==> src/rtl/multicycle_controller_if.sv <==
// Control bundle between the multicycle RV32I controller and its datapath.
// master = controller side, slave = datapath/instruction-register side.
interface multicycle_controller_if;
  logic [6:0] op;
  logic [2:0] funct3;
  logic       zero;
  logic       mem_ready;
  logic       pc_write;
  logic       adr_src;
  logic       mem_write;
  logic       ir_write;
  logic [1:0] result_src;
  logic [1:0] alu_src_a;
  logic [1:0] alu_src_b;
  logic [1:0] alu_op;
  logic [1:0] imm_src;
  logic       reg_write;
  logic       instr_done;
  logic       halted;

  modport master (
    input  op, funct3, zero, mem_ready,
    output pc_write, adr_src, mem_write, ir_write, result_src, alu_src_a,
           alu_src_b, alu_op, imm_src, reg_write, instr_done, halted
  );

  modport slave (
    output op, funct3, zero, mem_ready,
    input  pc_write, adr_src, mem_write, ir_write, result_src, alu_src_a,
           alu_src_b, alu_op, imm_src, reg_write, instr_done, halted
  );
endinterface

==> src/rtl/multicycle_controller.sv <==
// Main Moore control FSM of the multicycle RV32I core; stalls on mem_ready.
// state | meaning
// FETCH/DECODE | read instr, PC+4 / branch target into ALUOut
// MEMADR/MEMREAD/MEMWB/MEMWRITE | load/store address, access, writeback
// EXECUTER/EXECUTEI/ALUWB | ALU op on reg/imm, writeback to rd
// BEQ/JAL/HALT | compare+branch, jump+link, parked until reset
module multicycle_controller (
  input logic                    clk,
  input logic                    reset,
  multicycle_controller_if.master bus
);

  typedef enum logic [3:0] {
    S_FETCH    = 4'd0,
    S_DECODE   = 4'd1,
    S_MEMADR   = 4'd2,
    S_MEMREAD  = 4'd3,
    S_MEMWB    = 4'd4,
    S_MEMWRITE = 4'd5,
    S_EXECUTER = 4'd6,
    S_EXECUTEI = 4'd7,
    S_ALUWB    = 4'd8,
    S_BEQ      = 4'd9,
    S_JAL      = 4'd10,
    S_HALT     = 4'd11
  } state_t;

  localparam logic [6:0] OP_LOAD  = 7'b0000011;
  localparam logic [6:0] OP_STORE = 7'b0100011;
  localparam logic [6:0] OP_RTYPE = 7'b0110011;
  localparam logic [6:0] OP_ITYPE = 7'b0010011;
  localparam logic [6:0] OP_BEQ   = 7'b1100011;
  localparam logic [6:0] OP_JAL   = 7'b1101111;

  state_t state_q, state_d;

  logic       adr_src_c, mem_write_c, ir_write_c, reg_write_c;
  logic       instr_done_c, halted_c, branch_c, pc_update_c;
  logic [1:0] result_src_c, alu_src_a_c, alu_src_b_c, alu_op_c, imm_src_c;

  always_ff @(posedge clk or posedge reset) begin
    if (reset) state_q <= S_FETCH;
    else       state_q <= state_d;
  end

  always_comb begin
    state_d      = state_q;
    adr_src_c    = 1'b0;
    mem_write_c  = 1'b0;
    ir_write_c   = 1'b0;
    reg_write_c  = 1'b0;
    instr_done_c = 1'b0;
    halted_c     = 1'b0;
    branch_c     = 1'b0;
    pc_update_c  = 1'b0;
    result_src_c = 2'b00;
    alu_src_a_c  = 2'b00;
    alu_src_b_c  = 2'b00;
    alu_op_c     = 2'b00;
    case (state_q)
      S_FETCH: begin
        alu_src_b_c  = 2'b10;
        result_src_c = 2'b10;
        ir_write_c   = bus.mem_ready;
        pc_update_c  = bus.mem_ready;
        if (bus.mem_ready) state_d = S_DECODE;
      end
      S_DECODE: begin
        alu_src_a_c = 2'b01;
        alu_src_b_c = 2'b01;
        if (bus.op == OP_LOAD || bus.op == OP_STORE)     state_d = S_MEMADR;
        else if (bus.op == OP_RTYPE)                     state_d = S_EXECUTER;
        else if (bus.op == OP_ITYPE)                     state_d = S_EXECUTEI;
        else if (bus.op == OP_BEQ && bus.funct3 == 3'b000) state_d = S_BEQ;
        else if (bus.op == OP_JAL)                       state_d = S_JAL;
        else                                             state_d = S_HALT;
      end
      S_MEMADR: begin
        alu_src_a_c = 2'b10;
        alu_src_b_c = 2'b01;
        state_d     = (bus.op == OP_LOAD) ? S_MEMREAD : S_MEMWRITE;
      end
      S_MEMREAD: begin
        adr_src_c = 1'b1;
        if (bus.mem_ready) state_d = S_MEMWB;
      end
      S_MEMWB: begin
        result_src_c = 2'b01;
        reg_write_c  = 1'b1;
        instr_done_c = 1'b1;
        state_d      = S_FETCH;
      end
      S_MEMWRITE: begin
        adr_src_c    = 1'b1;
        mem_write_c  = 1'b1;
        instr_done_c = bus.mem_ready;
        if (bus.mem_ready) state_d = S_FETCH;
      end
      S_EXECUTER: begin
        alu_src_a_c = 2'b10;
        alu_op_c    = 2'b10;
        state_d     = S_ALUWB;
      end
      S_EXECUTEI: begin
        alu_src_a_c = 2'b10;
        alu_src_b_c = 2'b01;
        alu_op_c    = 2'b10;
        state_d     = S_ALUWB;
      end
      S_ALUWB: begin
        reg_write_c  = 1'b1;
        instr_done_c = 1'b1;
        state_d      = S_FETCH;
      end
      S_BEQ: begin
        alu_src_a_c  = 2'b10;
        alu_op_c     = 2'b01;
        branch_c     = 1'b1;
        instr_done_c = 1'b1;
        state_d      = S_FETCH;
      end
      // jal retires in the ALUWB that writes rd, so no done pulse here
      S_JAL: begin
        alu_src_a_c = 2'b01;
        alu_src_b_c = 2'b10;
        pc_update_c = 1'b1;
        state_d     = S_ALUWB;
      end
      S_HALT: begin
        halted_c = 1'b1;
      end
      default: state_d = S_HALT;
    endcase
  end

  always_comb begin
    imm_src_c = 2'b00;
    case (bus.op)
      OP_STORE: imm_src_c = 2'b01;
      OP_BEQ:   imm_src_c = 2'b10;
      OP_JAL:   imm_src_c = 2'b11;
      default:  imm_src_c = 2'b00;
    endcase
  end

  // Write strobes are gated so none can fire while reset is held
  assign bus.pc_write   = ~reset & ((branch_c & bus.zero) | pc_update_c);
  assign bus.ir_write   = ~reset & ir_write_c;
  assign bus.mem_write  = ~reset & mem_write_c;
  assign bus.reg_write  = ~reset & reg_write_c;
  assign bus.adr_src    = adr_src_c;
  assign bus.result_src = result_src_c;
  assign bus.alu_src_a  = alu_src_a_c;
  assign bus.alu_src_b  = alu_src_b_c;
  assign bus.alu_op     = alu_op_c;
  assign bus.imm_src    = imm_src_c;
  assign bus.instr_done = instr_done_c;
  assign bus.halted     = halted_c;

endmodule

==> src/flat_wrapper.sv <==
// flat-port wrapper written by rule: the top's interface ports become plain ports
module multicycle_controller_flat 
  (clk, reset, bus_op, bus_funct3, bus_zero, bus_mem_ready, bus_pc_write, bus_adr_src, bus_mem_write, bus_ir_write, bus_result_src, bus_alu_src_a, bus_alu_src_b, bus_alu_op, bus_imm_src, bus_reg_write, bus_instr_done, bus_halted);
  multicycle_controller_if bus_i ();
  input logic clk;
  input logic reset;
  input wire logic [$bits(bus_i.op)-1:0] bus_op;
  input wire logic [$bits(bus_i.funct3)-1:0] bus_funct3;
  input wire logic [$bits(bus_i.zero)-1:0] bus_zero;
  input wire logic [$bits(bus_i.mem_ready)-1:0] bus_mem_ready;
  output wire logic [$bits(bus_i.pc_write)-1:0] bus_pc_write;
  output wire logic [$bits(bus_i.adr_src)-1:0] bus_adr_src;
  output wire logic [$bits(bus_i.mem_write)-1:0] bus_mem_write;
  output wire logic [$bits(bus_i.ir_write)-1:0] bus_ir_write;
  output wire logic [$bits(bus_i.result_src)-1:0] bus_result_src;
  output wire logic [$bits(bus_i.alu_src_a)-1:0] bus_alu_src_a;
  output wire logic [$bits(bus_i.alu_src_b)-1:0] bus_alu_src_b;
  output wire logic [$bits(bus_i.alu_op)-1:0] bus_alu_op;
  output wire logic [$bits(bus_i.imm_src)-1:0] bus_imm_src;
  output wire logic [$bits(bus_i.reg_write)-1:0] bus_reg_write;
  output wire logic [$bits(bus_i.instr_done)-1:0] bus_instr_done;
  output wire logic [$bits(bus_i.halted)-1:0] bus_halted;
  assign bus_i.op = bus_op;
  assign bus_i.funct3 = bus_funct3;
  assign bus_i.zero = bus_zero;
  assign bus_i.mem_ready = bus_mem_ready;
  assign bus_pc_write = bus_i.pc_write;
  assign bus_adr_src = bus_i.adr_src;
  assign bus_mem_write = bus_i.mem_write;
  assign bus_ir_write = bus_i.ir_write;
  assign bus_result_src = bus_i.result_src;
  assign bus_alu_src_a = bus_i.alu_src_a;
  assign bus_alu_src_b = bus_i.alu_src_b;
  assign bus_alu_op = bus_i.alu_op;
  assign bus_imm_src = bus_i.imm_src;
  assign bus_reg_write = bus_i.reg_write;
  assign bus_instr_done = bus_i.instr_done;
  assign bus_halted = bus_i.halted;
  multicycle_controller u_core (.clk(clk), .reset(reset), .bus(bus_i));
endmodule
==> config.mk <==
export PLATFORM = sky130hd
export DESIGN_NAME = multicycle_controller_flat
export DESIGN_NICKNAME = d
export VERILOG_FILES = /design/src/rtl/multicycle_controller_if.sv /design/src/rtl/multicycle_controller.sv /design/src/flat_wrapper.sv
export SDC_FILE = /design/constraint.sdc
export NUM_CORES = 1
export LEC_CHECK = 0
export BUFFER_PORTS_ARGS = -buffer_cell sky130_fd_sc_hd__buf_2
export CELL_PAD_IN_SITES_DETAIL_PLACEMENT = 0
export CELL_PAD_IN_SITES_GLOBAL_PLACEMENT = 1
export CORE_MARGIN = 5
export CORE_UTILIZATION = 33
export CTS_BUF_LIST = sky130_fd_sc_hd__clkbuf_4
export CTS_CLUSTER_DIAMETER = 100
export CTS_CLUSTER_SIZE = 10
export DETAILED_ROUTE_END_ITERATION = 10
export MAX_ROUTING_LAYER = met4
export PLACE_DENSITY_LB_ADDON = 0.1
export SLEW_MARGIN = 20
export SYNTH_ARGS = -nofsm -noshare
export SYNTH_HDL_FRONTEND = slang
export SYNTH_SLANG_ARGS = --single-unit
==> constraint.sdc <==
create_clock -name clk -period 2.2 [get_ports clk]
set_input_delay 0.22 -clock clk [delete_from_list [all_inputs] [get_ports clk]]
set_output_delay 0.22 -clock clk [all_outputs]
set_load 0.03 [all_outputs]
==> results.toml, run 1 <==
[outcome]
status = "completed"

[clock_tree]
cts_sinks = 4
clock_latency_ns = 0.24
cts.path.max_buffers = 2
cts_resized = 0
cts.clk_slew.worst_paths_ns = 0.04
htreeDepth = 1
cts_inserted_buffers = 3
cts_tree = "yes"
cts-root-buf = "clkbuf_4"

[route]
drc = 0
top_layer_used = "met4"
via_count = 763
first_iter_violations = 19
vias_per_cell = 5.262
drt_wl_total_um = 1782
ant_nets = 0
first_pass_iters = 4
wl_met2_um = 728
wire_per_inst_um = 12.29
dr_wl_met3_um = 82
met1_length_um = 925

[pwr]
clockPowerShare = 0.081
p_int_w = 0.0004933
p_sw_frac = 0.5596
p_leak_nw = 0.4013
netSwitchingPower_w = 0.0006269
pwr-share-seq = 0.171
power_per_cell_area_nw_per_um2 = 1336
peakVddDrop_mv = 0.4911
comb_power_share = 0.748

[floorplan]
die_h_um = 53.15
coreArea_um2 = 1745
rows = 15
die_area_um2 = 2824
die_w_um = 53.15
ios = 31
start_util = 0.3520

[yosys]
synthTopCellsByArea = "dfrtp_1 16%, a21oi_1 5.7%, nand2b_1 5.1%, o21ai_0 4.9%, nor4b_1 4.3%"
synth-edff-count = 0
synth_top_area_frac = 0.1629
synthCells = 89
synth_area_leader_cell = "dfrtp_1"
ys_types = 37
synthesis.area_um2 = 614.3
syn_nets = 103
ys_seq_elements = 4
synth_warnings = 0
synthFlopType = "dfrtp_1"
syn_area_per_cell_um2 = 6.903
yosysSeqAreaShare = 0.1629
synthArstFlopShare = 1.000

[cells_and_area]
regMostFlops = "u_core.state_q"
final_util = 0.4803
largest_register_ffs = 4
fin_area_um2 = 838.3
drive_gt1_frac = 0.3417
final_cell_mix = "30 x buf_2, 7 x a21oi_1, 6 x o21ai_0, 6 x buf_4"
top_regs = "u_core.state_q: 4 flops"
stdcell_count = 145
final_nets = 136
antennaDiodeCount = 0
final_common_cell = "buf_2"
syn2layout_area_growth_pct = 36.46

[flow_run]
drv_cap = 0

[placed_design]
dpl_cell_area_um2 = 805.8
gp_congestion = 0.8033
port_buffers = 30
dpl.cell_count = 141
hpwl_um = 1410

[global_route]
grt_start_max_net_pins = 14
antenna_found_initial = 0
track_usage = 0.1453
grt.overflow.total = 0
grt_pass1_wl_um = 2946
grt_pass1_vias = 685

[sta]
grt_setup_unrepaired = "false"
slew-limit-headroom = 0.7596
finalSetupViolCount = 0
tns_ns = 0
worstMarginPinSlew_ns = 0.3556
finClkSkew_ns = 0.001665
min_period_ns = 1.927
timing.fmax_mhz = 518.9
hold-worst-slack_ns = 0.2425
finalHoldViolCount = 0
finalMaxSlewViolations = 0
period_share = 0.8760

[setup_path]
end_kind = "primary output"
worstPathRequired_ns = 1.98
cp_max_fo = 10
path_class = "reg -> out"
cp_data_arrival_time_ns = 1.71
start_kind = "flop"

[worst_hold_path]
hold_class = "in -> reg"
## path summary, 6_finish.rpt
| check | start | to | slack, ns | cells past startpoint |
|---|---|---|---|---|
| hold / removal | bus_funct3[2] | u_core.state_q[1] | 0.24 | 3 |
| max in group asynchronous | reset | u_core.state_q[0] | 1.59 | 3 |
| hold reg to reg | u_core.state_q[2] | u_core.state_q[1] | 0.86 | 3 |
| min in group asynchronous | reset | u_core.state_q[2] | 0.45 | 3 |
| setup reg to reg | u_core.state_q[3] | u_core.state_q[1] | 0.51 | 5 |
| setup / recovery | u_core.state_q[3] | bus_pc_write | 0.27 | 4 |
## synthesized netlist by cell type (all sizes together) (3+ instances only)
master / instances
a21oi: 7
o21ai: 6
clkbuf: 5
nand2b: 5
nor3: 5
buf: 4
dfrtp: 4
inv: 4
nand3: 4
nor2: 4
nand2: 3
nor3b: 3
nor4b: 3
or3: 3
## metrics by stage
stage / power, W / setup WS, ns
after floorplan: 0.0008024 / 0.1694
after CTS: 0.001130 / 0.2587
after global placement: 0.001036 / 0.5397
final: 0.001120 / 0.2728
after detailed placement: 0.001032 / 0.5008
after global routing: 0.001215 / 0.1767
## layout make-up
class	instances	area, µm²
inverter	4	15.01
tap	25	31.28
sequential	4	100.1
clock buffer	3	22.52
fill	194	907.1
multi-input combinational	72	464.2
timing repair buffer	37	205.2
## power groups by stage
stage	registers (W)	clock network, W	logic (W)
3_5_place_dp	0.000190	0	0.000842
3_3_place_gp	0.000190	0	0.000845
2_1_floorplan	0.000121	0	0.000682
5_1_grt	0.000197	0.000100	0.000917
6_report	0.000191	0.0000910	0.000838
4_1_cts	0.000189	0.0000945	0.000846
## worst max-delay path, stage by stage (launching register included)
cell,delay (ns)
dfrtp_1,0.47
or3b_1,0.40
a21o_1,0.16
a211oi_1,0.21
buf_2,0.23
## per-layer routing
metal	global-route usage	vias up
met2	0.1880	21
met4	0.08936	0
li1	-	391
met3	0.01972	4
met5	-	-
met1	0.2081	347
## repair_timing
action | CTS | global route
endpoints found under the hold margin | 4 | 0
buffers inserted | 0 | 0
hold buffers | 1 | 0
## cells by family after synthesis
kind of cell | synth area share
xor gates and xnor gates | 0.04278
and+or+nand+nor | 0.4827
AOI/OAI and AO/OA | 0.2199
DFF | 0.1629
buffers and inverters | 0.09163
No activity file was read; power rests on OpenSTA's default activity.
==> run 2: changes to the inputs <==
- CORE_ASPECT_RATIO: not set -> 1.5
- CORE_UTILIZATION: 33 -> 28
- clock period: 2.2 -> 1.7 ns (I/O delays scaled with it)
==> results.toml, run 2 (synthesis gave the netlist of run 1 again) <==
[floorplan]
die_w_um = 48.25
die_h_um = 67.37
die_area_um2 = 3250
start_util = 0.2958
rows = 20
coreArea_um2 = 2077
ios = 31

[cells_and_area]
final_cell_mix = "24 x buf_2, 18 x buf_4, 6 x a21oi_1"
top_regs = "u_core.state_q: 4 flops"
stdcell_count = 153
n_fill_cell = 218
regMostFlops = "u_core.state_q"
drive_gt1_frac = 0.4427
largest_register_ffs = 4
final_common_cell = "buf_2"
antennaDiodeCount = 0
final_nets = 147
syn2layout_area_growth_pct = 58.45

[route]
vias_per_cell = 5.288
wire_per_inst_um = 12.94
met1_length_um = 711
dr_wl_met3_um = 137
first_pass_iters = 4
ant_nets = 0
top_layer_used = "met3"
drc = 0
wl_met2_um = 1131
drt_wl_total_um = 1980
via_count = 809
first_iter_violations = 13

[clock_tree]
cts.path.max_buffers = 2
clock_latency_ns = 0.23
cts-root-buf = "clkbuf_4"
cts.clk_slew.worst_paths_ns = 0.04
cts_sinks = 4
htreeDepth = 1
cts_tree = "yes"
cts_inserted_buffers = 3

[sta]
finalSetupViolCount = 2
finalMaxSlewViolations = 0
hold-worst-slack_ns = 0.2143
tns_ns = -0.08488
finClkSkew_ns = 0.002809
slew-limit-headroom = 0.7822
layout_setup_ws_ns = -0.04826
timing.fmax_mhz = 572.0
min_period_ns = 1.748
finalHoldViolCount = 0
worstMarginPinSlew_ns = 0.3225
grt_setup_unrepaired = "true"
period_share = 1.028

[pwr]
pwr-share-seq = 0.114
power_per_cell_area_nw_per_um2 = 1761
comb_power_share = 0.820
peakVddDrop_mv = 0.6573
clockPowerShare = 0.066
p_sw_frac = 0.5093
design_power_total_w = 0.001714
p_int_w = 0.0008412
netSwitchingPower_w = 0.0008732
p_leak_nw = 0.4612

[global_route]
track_usage = 0.1451
antenna_found_initial = 0
grt_start_max_net_pins = 18
grt.overflow.total = 0
grt_pass1_vias = 805
grt_pass1_wl_um = 3381

[flow_run]
drv_cap = 0

[setup_path]
path_class = "reg -> out"
worstPathRequired_ns = 1.53
critPathTopFamily = "simple AND/OR/NAND/NOR gates"
cp_slowest_cell = "dfrtp_1"
critPathBufInv = 2
end_kind = "primary output"
cpMostUsedCell = "buf_6"
rrSetupSlack_ns = 0.16
start_kind = "flop"
cp_max_fo = 5
cp_data_arrival_time_ns = 1.58
max_stage_delay_ns = 0.41
path_cells = "buf_6 -> and2b_1 -> and2_4 -> or3_4 -> buf_6"

[placed_design]
port_buffers = 30
dp_slack_ns = 0.08963
dpl.cell_count = 144
hpwl_um = 1584
gp_congestion = 0.7998

[outcome]
status = "complete, but fails checks"
violations = "setup timing"

[worst_hold_path]
hold_class = "in -> reg"
-- run 2: cell types whose count changed in the layout (fill, tap and decap cells not counted), moves of 2 or more --
cell	change
buf_6	+3
buf_4	+12
clkbuf_4	+2
buf_2	-6
-- run 2: final timing paths --
check	start	to	cells past startpoint
max	u_core.state_q[3]	bus_alu_src_a[1]	5
min	bus_funct3[2]	u_core.state_q[1]	3
max reg2reg	u_core.state_q[3]	u_core.state_q[1]	5
min reg2reg	u_core.state_q[1]	u_core.state_q[0]	3
max in group asynchronous	reset	u_core.state_q[2]	3
min in group asynchronous	reset	u_core.state_q[3]	3
-- run 2: through the flow --
step | utilization | cell area, µm²
floorplan | - | 638.1
global placement | 0.4163 | 864.6
detailed placement | 0.4163 | 864.6
CTS | 0.4524 | 939.7
global route | 0.4687 | 973.4
finish | 0.4687 | 973.4
-- run 2: worst reg2reg max path, cell delays in order (launching register included) --
cell      delay (ns)
dfrtp_1         0.42
buf_4           0.18
nor4b_1         0.29
buf_4           0.19
or2b_1          0.22
o211ai_1        0.15
-- run 2: layout make-up --
| class | instances | area, µm² | area share |
|---|---|---|---|
| Multi-Input combinational cell | 72 | 493.0 | 0.5064 |
| Timing Repair Buffer | 48 | 314.1 | 0.3226 |
| Sequential cell | 4 | 101.3 | 0.1041 |
| Tap cell | 22 | 27.53 | 0.02828 |
| Clock buffer | 3 | 22.52 | 0.02314 |
| Inverter | 4 | 15.01 | 0.01542 |
-- run 2: timing repair --
action	in CTS	in global routing
setup endpoints to repair	2	6
endpoints found under the hold margin	4	0
buffers inserted	4	1
gates resized for setup	4	11
pin swaps	5	3
hold buffers	1	0
-- run 2: power by group through the flow --
| stage | sequential (W) | clock [W] | combinational [W] |
|---|---|---|---|
| 6_report | 0.000195 | 0.000114 | 0.00141 |
| 5_1_grt | 0.000203 | 0.000129 | 0.00155 |
| 3_5_place_dp | 0.000197 | 0 | 0.00125 |
| 3_3_place_gp | 0.000198 | 0 | 0.00124 |
| 4_1_cts | 0.000191 | 0.000118 | 0.00134 |
| 2_1_floorplan | 0.000156 | 0 | 0.000907 |
-- run 2: routing by layer --
layer	track usage	up-vias
li1	-	410
met1	0.1408	371
met2	0.2745	28
met3	0.02400	0
met4	0.04040	0
met5	-	-
